$ cat src/rtl/cache_l2_control.sv
// cache_l2_control: control FSM for the two-way write-back L2 cache datapath.
// It sequences array reads and loads, LRU/dirty updates, mux selects and the
// physical-memory handshakes for hits, clean misses and dirty evictions. It
// also keeps saturating hit/miss/writeback counters.
module cache_l2_control #(
  parameter int CTR_W = 32
) (
  input  logic             clk,
  input  logic             rst_n,
  input  logic             mem_read,
  input  logic             mem_write,
  output logic             mem_resp,
  input  logic             hit,
  input  logic             eviction,
  output logic             array_read,
  output logic             array_load,
  output logic             lru_load,
  output logic             pmdr_load,
  output logic             dirty_load,
  output logic             datawritemux_sel,
  output logic             adaptermux_sel,
  output logic             pmemaddrmux_sel,
  output logic             prefetch,
  output logic             pmem_read,
  output logic             pmem_write,
  input  logic             pmem_resp,
  input  logic             ctr_clear,
  output logic [CTR_W-1:0] hit_count,
  output logic [CTR_W-1:0] miss_count,
  output logic [CTR_W-1:0] wb_count
);

  typedef enum logic [2:0] {
    IDLE,
    LOOKUP,
    WRITEBACK,
    FETCH,
    FILL
  } state_t;

  state_t state, state_next;
  logic   retry;
  logic   hit_inc, miss_inc, wb_inc;

  // A simultaneous read and write is handled as a write.
  logic   is_write;
  assign is_write = mem_write;

  // State register.
  // NOTE: sequential state uses non-blocking assignments so every flop samples
  // pre-edge values; blocking here would create order-dependent simulation.
  always_ff @(posedge clk or negedge rst_n) begin
    if (!rst_n) state <= IDLE;
    else        state <= state_next;
  end

  // Retry marks the LOOKUP that follows a write fill, so its hit is not counted.
  always_ff @(posedge clk or negedge rst_n) begin
    if (!rst_n)                              retry <= 1'b0;
    else if (state == FILL && is_write)      retry <= 1'b1;
    else if (state == LOOKUP)                retry <= 1'b0;
  end

  // Next-state and all datapath controls, decoded from state and live inputs.
  always_comb begin
    // NOTE: every output gets a default first so no path leaves a variable
    // unassigned, which would otherwise infer a latch.
    state_next       = state;
    mem_resp         = 1'b0;
    array_read       = 1'b0;
    array_load       = 1'b0;
    lru_load         = 1'b0;
    pmdr_load        = 1'b0;
    dirty_load       = 1'b0;
    datawritemux_sel = 1'b0;
    adaptermux_sel   = 1'b0;
    pmemaddrmux_sel  = 1'b0;
    prefetch         = 1'b0;
    pmem_read        = 1'b0;
    pmem_write       = 1'b0;
    hit_inc          = 1'b0;
    miss_inc         = 1'b0;
    wb_inc           = 1'b0;

    unique case (state)
      IDLE: begin
        array_read = 1'b1;
        if (mem_read || mem_write) state_next = LOOKUP;
      end

      LOOKUP: begin
        array_read = 1'b1;
        if (hit) begin
          mem_resp = 1'b1;
          lru_load = 1'b1;
          hit_inc  = !retry;
          if (is_write) begin
            array_load       = 1'b1;
            dirty_load       = 1'b1;
            datawritemux_sel = 1'b1;
          end
          state_next = IDLE;
        end else begin
          miss_inc   = 1'b1;
          state_next = eviction ? WRITEBACK : FETCH;
        end
      end

      WRITEBACK: begin
        pmem_write      = 1'b1;
        pmemaddrmux_sel = 1'b1;
        array_read      = 1'b1;
        if (pmem_resp) begin
          wb_inc     = 1'b1;
          state_next = FETCH;
        end
      end

      FETCH: begin
        pmem_read = 1'b1;
        pmdr_load = pmem_resp;
        if (pmem_resp) state_next = FILL;
      end

      FILL: begin
        array_load = 1'b1;
        dirty_load = 1'b1;
        if (is_write) begin
          // The retried LOOKUP hits the freshly filled way and merges the data.
          state_next = LOOKUP;
        end else begin
          mem_resp       = 1'b1;
          adaptermux_sel = 1'b1;
          lru_load       = 1'b1;
          state_next     = IDLE;
        end
      end

      default: state_next = IDLE;
    endcase
  end

  // Saturating performance counters; clear wins over any increment.
  always_ff @(posedge clk or negedge rst_n) begin
    if (!rst_n) begin
      hit_count  <= '0;
      miss_count <= '0;
      wb_count   <= '0;
    end else if (ctr_clear) begin
      hit_count  <= '0;
      miss_count <= '0;
      wb_count   <= '0;
    end else begin
      if (hit_inc  && hit_count  != '1) hit_count  <= hit_count  + CTR_W'(1);
      if (miss_inc && miss_count != '1) miss_count <= miss_count + CTR_W'(1);
      if (wb_inc   && wb_count   != '1) wb_count   <= wb_count   + CTR_W'(1);
    end
  end

endmodule

$ cat config.mk
export PLATFORM = sky130hd
export DESIGN_NAME = cache_l2_control
export DESIGN_NICKNAME = d
export VERILOG_FILES = /design/src/rtl/cache_l2_control.sv
export SDC_FILE = /design/constraint.sdc
export NUM_CORES = 1
export LEC_CHECK = 0
export BUFFER_PORTS_ARGS = -buffer_cell sky130_fd_sc_hd__clkbuf_2
export CORE_UTILIZATION = 39
export CTS_BUF_LIST = sky130_fd_sc_hd__clkbuf_8
export DETAILED_ROUTE_END_ITERATION = 10
export PLACE_DENSITY = 0.57
export SYNTH_ARGS = -nofsm -noshare
export SYNTH_HDL_FRONTEND = slang
export SYNTH_SLANG_ARGS = --single-unit
$ cat constraint.sdc
create_clock -name clk -period 4 [get_ports clk]
set_input_delay 0.4 -clock clk [delete_from_list [all_inputs] [get_ports clk]]
set_output_delay 0.4 -clock clk [all_outputs]
set_load 0.01 [all_outputs]
After elaboration in Yosys (flattened, before gate mapping)
Cells that the tools add are included.
- register bits: 100
- output and inout port bits: 108
- add/sub/neg operators: 3
- equality and inequality tests: 10
- mux-type cells: 33
- reduce and logical (&&, ||, !) cells: 13
- operator list (kind ; count):
    2-to-1 mux 32 bit ; 6
    adder 32 x 1 -> 32 bit (second input constant) ; 3
    inequality test 32 bit (second input constant) ; 3
    2-to-1 mux 1 bit ; 20
    case mux 3 bit (5 select lines) ; 1
    2-to-1 mux 3 bit ; 3
    nonzero test 2 bit ; 4
    equality test 3 x 2 -> 1 bit (second input constant) ; 2
    inequality test 2 bit (second input constant) ; 3
    logical AND 1 bit ; 4
    case mux 1 bit (2 select lines) ; 2
    equality test 3 x 1 -> 1 bit (second input constant) ; 1
    equality test 3 bit (second input constant) ; 1
    zero test 3 bit ; 1
    AND reduction 3 bit ; 1
    OR reduction 3 bit ; 1
    2-to-1 mux 2 bit ; 1
    zero test 1 bit ; 1
    logical OR 1 bit ; 1

Depth between registers and ports, before layout
Gate-level depths: netlist of the first run.
- depth in word-level cells: 6
- gate-level depth with buffers: 7

Worst setup path after synthesis of the first run
No wires, ideal clock.
- kind: reg2reg
- start point: register state[1]
- end point: register miss_count[31]
- library setup time: 0.078 ns
- arrival: 2.485 ns
- required time: 3.922 ns
- path slack: 1.437 ns
- stages on the path, launching flop included: 8
- buffers on the path: 2
- cells stage by stage: dfrtp_1 -> buf_6 -> or4b_4 -> buf_6 -> or4_1 -> a2111o_1 -> or3_1 -> a21oi_1
- longest elaborated chain between the ends: 4
- RTL lines (what ; RTL line ; text):
    from (decl) ; 41 ; state_t state, state_next;
    from (signal assigned) ; 54 ; else state <= state_next;
    equality test 3 x 1 -> 1 bit ; 85 ; unique case (state)
    2-to-1 mux 1 bit ; 85 ;
    logical AND 1 bit ; 155 ; if (miss_inc && miss_count != '1) miss_count <= miss_count + CTR_W'(1);
    nonzero test 2 bit (no line) ; -- ;
    to (signal assigned) ; 155 ;
    to (decl) ; 29 ; output logic [CTR_W-1:0] miss_count,
Every way passes these cells.
A chain may end at the register's enable or synchronous reset.

Worst setup path in the final report of the first run
- start point: register state[1]
- end point: register miss_count[27]
Same word-level chain as after synthesis.

==> results.yml, run 1 <==
synth:
  ys_seq_elements: 100
  synth_cell_types: 52
  synth_top_cell_area_share: 0.440
  seq_area_frac_synth: 0.440
  avgSynthCellArea_um2: 8.77
  syn_nets: 659
  synth_area_um2: 5690
  synth_edf_count: 0
  ys_top_cells_by_area: "dfrtp_1 44%, a21oi_1 5.5%, or3_1 4.6%"
  post-synth-top-area-cell: "dfrtp_1"
  synth_cells: 648
  yosysWarnings: 0
  synthFlopType: "dfrtp_1"
  async_reset_ff_frac: 1.00
drt:
  num_vias: 5485
  drt_iter0_markers: 478
  drc: 0
  antenna_left: 0
  wl_per_cell_um: 16.1
  firstDrtPassIters: 4
  wl_um: 15000
  viasPerCell: 5.87
final_layout:
  seq_area_um2: 2500
  final_util: 0.470
  drive_above_1_share: 0.202
  stdcell_area_um2: 6600
  syn_to_final_growth_pct: 16.0
  antenna_cells: 0
  fin_cells: 934
  final_nets: 761
  filler_cell_count: 1364
  multiInputGateArea_um2: 2970
sta:
  relSlewSlack: 0.310
  finalCritPeriodShare: 0.725
  finalHoldViolCount: 0
  report.final.slew_viol_count: 0
  setup_violations: 0
  clock.fmax_mhz: 345
  holdWs_ns: 0.314
  tightest_slew_ns: 1.02
  finalClockSkew_ns: 0.0108
  rsz0062_at_grt: "no"
  tns_ns: 0
  fin_crit_ns: 2.90
  final.setup.worst_slack_ns: 1.10
setup_path:
  path_class: "flop to flop"
  cp_data_required_time_ns: 4.29
  slowest_delay_ns: 0.74
  worst_path_max_delay_cell: "or4b_4"
  r2r_slack_ns: 1.10
  cp.arrival_ns: 3.19
  crit_path_end_kind: "flop"
  crit_chain: "or4b_4 > or4_1 > a2111o_1 > or3_1 > a21oi_1"
  crit_fanout: 19
  critPathLaunchType: "flop"
  r2r-end: "miss_count[27]$_DFFE_PN0P_"
  reg2reg_from: "state[1]$_DFFE_PN0P_"
  r2r_cells: 5
clock_tree:
  post_cts_resized: 0
  clkTransAtPathRegs_ns: 0.09
  clkSinkCount: 100
  post_cts_buffers: 0
  clockBufferDepth: 2
  clk_latency_ns: 0.38
  hold_buffers: 1
  clk_root_buffer_cell: "clkbuf_8"
  htree_levels: 3
  cts_made_buffers: 9
  cts_tree: "done"
place:
  place.gp.congestion: 0.853
  dp_hpwl_um: 10600
  place_inst: 918
  place_ws_ns: 1.13
  port_buffers: 114
  dpl_cell_area_um2: 6390
global_route:
  use_met2: 0.321
  antenna_found_initial: 0
  grt_max_degree: 89
  grt_pass1_wl_um: 24800
  use_met1: 0.288
  gr-usage-met3: 0.0362
  grt-ovfl-total: 0
  track_usage: 0.207
  grt_pass1_vias: 5029
  top_usage_layer: "met2"
worst_hold_path:
  hp-class: "primary input to flop"
  hold_path_depth: 3
  min_from: "pmem_resp"
  min_to: "state[2]$_DFFE_PN0P_"
die:
  die_area_um2: 15100
  coreArea_um2: 14000
  top_level_ports: 116
  die_x_um: 123
  die_y_um: 123
  rows: 43
  start_util: 0.405
power:
  power_density_nw_per_um2: 314
  p_seq_frac: 0.532
  pwr-share-clk: 0.329
  p_switching_uw: 621
  p_leak_nw: 2.70
  vdd_drop_max_mv: 0.241
  comb_power_share: 0.138
  internal-power_mw: 1.45
  switching_share: 0.300
  power_mw: 2.07
status:
  run_status: "complete, no violations"
flow_run:
  drv_cap: 0
## layout by cell type, fill, tap and decap left out, types with 8 or more instances in the layout
master,instances
clkbuf_2,112
dfrtp_1,100
a21oi_1,63
nor2_1,54
nand2_1,49
o21ai_0,49
or3_1,42
nand3_1,36
nand4_1,22
nor4_1,20
or4_1,20
inv_1,18
nor3_1,14
o31ai_1,14
nor2b_1,13
and4_1,12
mux2_2,12
and3_1,11
xnor2_1,10
clkbuf_8,10
xor2_1,8
buf_4,8
## synthesized netlist by cell type, types with 13 or more instances
library cell  count
nor4_1           20
nand2_1          49
or4_1            20
nor2b_1          13
inv_1            18
nand4_1          22
nand3_1          36
a21oi_1          63
o21ai_0          49
or3_1            42
dfrtp_1         100
nor2_1           54
clkbuf_1         23
o31ai_1          14
nor3_1           14
## cell families after synthesis
group | synth area share
XOR/XNOR | 0.0277
multiplexers | 0.0273
AO/OA/AOI/OAI | 0.155
adder cells (fa/ha/maj) | 0.00660
AND/OR/NAND/NOR | 0.306
buffers and inverters | 0.0372
other | 0.000660
flip-flops | 0.440
## worst max-delay path by stage
stage / start / slack, ns / end / cells after the start
2_1_floorplan: state[1]$_DFFE_PN0P_ / 1.44 / miss_count[31]$_DFFE_PN0P_ / 7
4_1_cts: state[1]$_DFFE_PN0P_ / 1.10 / miss_count[27]$_DFFE_PN0P_ / 5
3_3_place_gp: state[1]$_DFFE_PN0P_ / 1.18 / miss_count[22]$_DFFE_PN0P_ / 6
3_5_place_dp: state[1]$_DFFE_PN0P_ / 1.13 / miss_count[27]$_DFFE_PN0P_ / 5
6_report: state[1]$_DFFE_PN0P_ / 1.10 / miss_count[27]$_DFFE_PN0P_ / 5
5_1_grt: state[1]$_DFFE_PN0P_ / 0.79 / hit_count[31]$_DFFE_PN0P_ / 5
## critical path, delay by kind of cell, from the launching register on
| kind | cells | cell delay (ns) |
|---|---|---|
| simple gates | 3 | 1.63 |
| compound gates | 2 | 0.61 |
| flops | 1 | 0.56 |
## final cells by class
cell class / count / share of cell area
clock buffer: 10 / 0.0209
clock inverter: 5 / 0.00911
inverter: 18 / 0.0102
multi-input combinational: 500 / 0.451
sequential: 100 / 0.379
tap: 180 / 0.0341
timing repair buffer: 121 / 0.0956
## power groups by stage
| stage | sequential (mW) | clock (mW) | combinational [mW] |
|---|---|---|---|
| 6_report | 1.10 | 0.682 | 0.287 |
| 5_1_grt | 1.11 | 0.741 | 0.321 |
| 4_1_cts | 1.10 | 0.703 | 0.290 |
| 3_5_place_dp | 1.12 | 0 | 0.287 |
| 3_3_place_gp | 1.12 | 0 | 0.283 |
| 2_1_floorplan | 1.08 | 0 | 0.236 |
## flip-flops by register name, summed over array words and instances (netlist names)
name	flops
state	3
retry	1
miss_count	32
wb_count	32
hit_count	32
## layer usage
layer,up-vias,share of wire
met3,16,0.049
met5,-,0
met1,2724,0.48
met2,120,0.46
met4,0,0.014
li1,2625,-
Power figures use the tool's default switching activity.
==> run 2, diff against run 1 <==
--- a/config.mk
+++ b/config.mk
@@ -5,11 +5,12 @@
 export SDC_FILE = /design/constraint.sdc
 export NUM_CORES = 1
 export LEC_CHECK = 0
+export ABC_AREA = 1
 export BUFFER_PORTS_ARGS = -buffer_cell sky130_fd_sc_hd__clkbuf_2
 export CORE_UTILIZATION = 39
 export CTS_BUF_LIST = sky130_fd_sc_hd__clkbuf_8
 export DETAILED_ROUTE_END_ITERATION = 10
-export PLACE_DENSITY = 0.57
+export PLACE_DENSITY = 0.56
 export SYNTH_ARGS = -nofsm -noshare
 export SYNTH_HDL_FRONTEND = slang
 export SYNTH_SLANG_ARGS = --single-unit
==> constraint.sdc (replaced) <==
create_clock -name clk -period 2.8 [get_ports clk]
set_input_delay 0.28 -clock clk [delete_from_list [all_inputs] [get_ports clk]]
set_output_delay 0.28 -clock clk [all_outputs]
set_load 0.01 [all_outputs]
==> results.yml, run 2 <==
status:
  run_status: "complete, no violations"
place:
  place_inst: 1369
  place_ws_ns: 0.768
  place.gp.congestion: 0.869
  dp_hpwl_um: 14000
  port_buffers: 114
  dpl_cell_area_um2: 7540
sta:
  finalClockSkew_ns: 0.0121
  rsz0062_at_grt: "no"
  report.final.slew_viol_count: 0
  holdWs_ns: 0.126
  finalCritPeriodShare: 0.729
  tightest_slew_ns: 0.704
  fin_crit_ns: 2.04
  tns_ns: 0
  final.setup.worst_slack_ns: 0.759
  clock.fmax_mhz: 490
  relSlewSlack: 0.531
  finalHoldViolCount: 0
  setup_violations: 0
clock_tree:
  clk_root_buffer_cell: "clkbuf_8"
  clockBufferDepth: 2
  clkSinkCount: 100
  clkTransAtPathRegs_ns: 0.10
  cts_tree: "done"
  htree_levels: 3
  clk_latency_ns: 0.37
  post_cts_resized: 0
  cts_made_buffers: 9
die:
  start_util: 0.404
  die_area_um2: 17900
  coreArea_um2: 16800
  die_x_um: 134
  top_level_ports: 116
  rows: 47
  die_y_um: 134
synth:
  seq_area_frac_synth: 0.370
  synth_edf_count: 0
  yosysMostFrequentCell: "nand2_1"
  yosysWarnings: 0
  synthFlopType: "dfrtp_1"
  ys_seq_elements: 100
  avgSynthCellArea_um2: 6.43
  ys_top_cells_by_area: "dfrtp_1 37%, nand2_1 23%, nor2_1 11%"
  synth_area_um2: 6770
  async_reset_ff_frac: 1.00
  syn_nets: 1063
  post-synth-top-area-cell: "dfrtp_1"
  synthTopCellsByCount: "406 x nand2_1, 190 x nor2_1, 100 x dfrtp_1"
  synth_top_cell_area_share: 0.370
  synth_cells: 1052
  synth_cell_types: 39
final_layout:
  largestRegisters: "hit_count x32, miss_count x32, wb_count x32"
  drive_above_1_share: 0.154
  final_nets: 1172
  filler_cell_count: 1804
  fin_cells: 1386
  syn_to_final_growth_pct: 14.5
  final_common_cell: "nand2_1"
  stdcell_area_um2: 7750
  final_cell_mix: "406 x nand2_1, 190 x nor2_1, 113 x clkbuf_2, 100 x dfrtp_1, 92 x inv_1"
  final_util: 0.462
  antenna_cells: 0
drt:
  wl_um: 19100
  drt_iter0_markers: 494
  drc: 0
  num_vias: 6754
  antenna_left: 0
  firstDrtPassIters: 5
  viasPerCell: 4.87
  wl_per_cell_um: 13.8
global_route:
  antenna_found_initial: 0
  grt-ovfl-total: 0
  grt_pass1_vias: 6099
  grt_pass1_wl_um: 31400
  track_usage: 0.222
  grt_max_degree: 53
worst_hold_path:
  hp-class: "primary input to flop"
setup_path:
  critPathLaunchType: "flop"
  crit_fanout: 27
  crit_path_end_kind: "flop"
  cp_data_required_time_ns: 3.12
  path_class: "flop to flop"
  cp.arrival_ns: 2.36
power:
  power_density_nw_per_um2: 401
  vdd_drop_max_mv: 0.270
  p_leak_nw: 3.81
  power_mw: 3.11
flow_run:
  drv_cap: 0
==> run 2: power by group <==
group / internal [mW] / switching [mW]
clock network: 0.441 / 0.524
registers: 1.48 / 0.0374
logic: 0.167 / 0.457
total: 2.09 / 1.02
==> run 2: cell families (layout without fill, tap and decap cells) <==
| kind of cell | Yosys count | in the layout | synth area share |
|---|---|---|---|
| compound gates | 62 | 62 | 0.0510 |
| xor+xnor | 28 | 28 | 0.0362 |
| fa+ha+maj | 3 | 3 | 0.00555 |
| buf+inv | 121 | 235 | 0.0782 |
| flops | 100 | 100 | 0.370 |
| other cells | 1 | 1 | 0.000554 |
| simple gates | 737 | 737 | 0.459 |
==> run 2: final timing paths <==
check | startpoint | endpoint | slack, ns | cells past startpoint
setup / recovery | hit_count[1]$_DFFE_PN0P_ | hit_count[16]$_DFFE_PN0P_ | 0.76 | 11
setup reg to reg | hit_count[1]$_DFFE_PN0P_ | hit_count[16]$_DFFE_PN0P_ | 0.76 | 11
max in group asynchronous | rst_n | hit_count[8]$_DFFE_PN0P_ | 1.60 | 3
hold / removal | pmem_resp | state[0]$_DFFE_PN0P_ | 0.13 | 2
hold reg to reg | wb_count[1]$_DFFE_PN0P_ | wb_count[1]$_DFFE_PN0P_ | 0.53 | 2
min in group asynchronous | rst_n | wb_count[24]$_DFFE_PN0P_ | 0.48 | 2
==> run 2: critical path, stage by stage, from the launching register on <==
cell	delay, ns
dfrtp_1	0.41
ha_1	0.19
nand2_1	0.08
nor2_2	0.19
nand2_2	0.13
nor2_4	0.21
nand2_2	0.09
nand2_2	0.08
nand2_4	0.17
clkinv_4	0.27
nand2_1	0.08
nand2_1	0.07
==> run 2: area by class of cell <==
class | count | area [µm²] | share of cell area
Clock buffer | 14 | 193 | 0.0249
Clock inverter | 2 | 7.51 | 0.000969
Inverter | 97 | 374 | 0.0483
Multi-Input combinational cell | 831 | 3740 | 0.482
Sequential cell | 100 | 2500 | 0.323
Tap cell | 220 | 275 | 0.0355
Timing Repair Buffer | 122 | 661 | 0.0853
==> run 2: routing by layer <==
metal  track usage  up-vias  wire length, µm
li1              -     3497                -
met1         0.324     3080             9770
met2         0.337      155             8340
met3        0.0308       22              760
met4        0.0707        0              280
met5             0        -                0
==> run 2: timing repair <==
item	4_1_cts	5_1_grt
hold endpoints to repair	51	0
setup buffers	0	0
hold buffers	1	0
==> run 3, diff against run 2 <==
--- a/config.mk
+++ b/config.mk
@@ -5,12 +5,12 @@
 export SDC_FILE = /design/constraint.sdc
 export NUM_CORES = 1
 export LEC_CHECK = 0
-export ABC_AREA = 1
+export ABC_AREA = 0
 export BUFFER_PORTS_ARGS = -buffer_cell sky130_fd_sc_hd__clkbuf_2
 export CORE_UTILIZATION = 39
 export CTS_BUF_LIST = sky130_fd_sc_hd__clkbuf_8
 export DETAILED_ROUTE_END_ITERATION = 10
-export PLACE_DENSITY = 0.56
+export PLACE_DENSITY = 0.57
 export SYNTH_ARGS = -nofsm -noshare
 export SYNTH_HDL_FRONTEND = slang
 export SYNTH_SLANG_ARGS = --single-unit
==> constraint.sdc (replaced) <==
create_clock -name clk -period 1.9 [get_ports clk]
set_input_delay 0.19 -clock clk [delete_from_list [all_inputs] [get_ports clk]]
set_output_delay 0.19 -clock clk [all_outputs]
set_load 0.01 [all_outputs]
==> results.yml, run 3 (synthesized netlist as in run 1, its figures left out) <==
final_layout:
  final_nets: 972
  final_common_cell: "buf_4"
  largestRegisters: "hit_count x32, miss_count x32, wb_count x32"
  fin_cells: 1146
  syn_to_final_growth_pct: 67.0
  drive_above_1_share: 0.538
  antenna_cells: 0
  final_cell_mix: "178 x buf_4, 108 x clkbuf_2, 88 x dfrtp_1, 49 x nor2_1, 44 x nand2_1"
setup_path:
  path_class: "flop to flop"
  cp_data_required_time_ns: 2.21
  critPathLaunchType: "flop"
  crit_chain: "or4b_4 > or4_1 > a2111o_1 > or3_1 > a21oi_2"
  worst_path_max_delay_cell: "or4b_4"
  crit_fanout: 8
  cp_num_buf_inv: 0
  slowest_delay_ns: 0.55
  crit_path_end_kind: "flop"
  critical_path.top_delay_family: "simple AND/OR/NAND/NOR gates"
  cp.arrival_ns: 2.62
die:
  die_area_um2: 15100
  die_y_um: 123
  start_util: 0.405
  rows: 43
  die_x_um: 123
  top_level_ports: 116
  coreArea_um2: 14000
power:
  power_density_nw_per_um2: 530
  vdd_drop_max_mv: 0.579
  p_leak_nw: 4.07
sta:
  finalHoldViolCount: 0
  tns_ns: -10.04
  finalCritPeriodShare: 1.22
  fin_crit_ns: 2.31
  rsz0062_at_grt: "yes"
  report.final.slew_viol_count: 0
  final.setup.worst_slack_ns: -0.412
  clock.fmax_mhz: 433
  finalClockSkew_ns: 0.0200
  relSlewSlack: 0.465
  setup_violations: 80
  tightest_slew_ns: 0.803
global_route:
  grt_pass1_vias: 6048
  grt_pass1_wl_um: 29300
  antenna_found_initial: 0
  grt_max_degree: 70
  track_usage: 0.248
  grt-ovfl-total: 0
clock_tree:
  cts_tree: "done"
  clkTransAtPathRegs_ns: 0.09
  clkSinkCount: 100
  cts_made_buffers: 9
  clk_root_buffer_cell: "clkbuf_8"
  clk_latency_ns: 0.39
  htree_levels: 3
  clockBufferDepth: 2
drt:
  wl_um: 19300
  antenna_left: 0
  num_vias: 6452
  viasPerCell: 5.63
  drc: 0
  wl_per_cell_um: 16.8
  firstDrtPassIters: 5
  drt_iter0_markers: 528
place:
  place_inst: 1079
  dp_hpwl_um: 12500
  port_buffers: 114
  place.gp.congestion: 0.864
status:
  violations: "negative setup slack"
  run_status: "complete, but fails checks"
worst_hold_path:
  hp-class: "primary input to flop"
flow_run:
  drv_cap: 0
==> run 3: cell types whose count changed in the layout (fill, tap and decap cells not counted), moves of 22 or more <==
cell	before	now
a21oi_2	2	35
buf_4	6	178
buf_6	0	30
inv_1	92	19
nand2_1	406	44
nand3_1	78	25
nor2_1	190	49
or3_1	0	22
==> run 3: worst min-delay path: cells and delay by family <==
family	cells	cell delay, ns
buffers and inverters	1	0.13
AND/OR/NAND/NOR	2	0.18
==> run 3: layer usage <==
layer	part of all wire	GRT usage	vias to the layer above
met3	0.047	0.0358	22
met5	0	0	-
li1	-	-	3066
met1	0.44	0.321	3199
met4	0.015	0.0907	0
met2	0.50	0.419	165
==> run 3: what timing repair did <==
item | in CTS | in global routing
gates cloned | 4 | 3
resized for setup | 84 | 138
setup buffers | 24 | 20
hold buffers | 1 | 0
endpoints found under the hold margin | 34 | 0
pin swaps | 45 | 54
setup endpoints to repair | 88 | 97
==> run 3: path summary, 6_finish.rpt <==
kind | startpoint | endpoint | slack (ns) | cells after the start
hold reg to reg | miss_count[1]$_DFFE_PN0P_ | miss_count[1]$_DFFE_PN0P_ | 0.61 | 2
min in group asynchronous | rst_n | miss_count[10]$_DFFE_PN0P_ | 0.31 | 2
max in group asynchronous | rst_n | hit_count[3]$_DFFE_PN0P_ | 0.90 | 3
setup / recovery | state[2]$_DFFE_PN0P_ | miss_count[31]$_DFFE_PN0P_ | -0.41 | 5
hold / removal | pmem_resp | state[2]$_DFFE_PN0P_ | 0.15 | 3
setup reg to reg | state[2]$_DFFE_PN0P_ | miss_count[31]$_DFFE_PN0P_ | -0.41 | 5
==> run 3: through the flow <==
step	worst slack (ns)	hold WS, ns	cell area [µm²]	util	total power [mW]
floorplan	-0.460	-0.106	6000	-	2.81
global placement	-0.357	0.191	7910	0.563	3.15
detailed placement	-0.387	0.201	7910	0.563	3.17
CTS	-0.408	0.122	8800	0.627	4.80
global route	-0.484	0.164	9500	0.676	5.24
finish	-0.412	0.154	9500	0.676	5.03
==> run 3: final cells by class <==
| type | count | area (µm²) |
|---|---|---|
| Inverter | 18 | 67.6 |
| Clock buffer | 10 | 138 |
| Tap cell | 180 | 225 |
| Fill cell | 1123 | 4550 |
| Clock inverter | 6 | 63.8 |
| Sequential cell | 100 | 2520 |
| Multi-Input combinational cell | 503 | 4080 |
| Timing Repair Buffer | 329 | 2400 |
==> run 3: where the power goes <==
part	leakage, nW	switching (mW)	internal [mW]
Sequential	1.37	0.0492	2.18
Clock	0.104	0.819	0.647
Combinational	2.59	0.682	0.656
Total	4.07	1.55	3.48
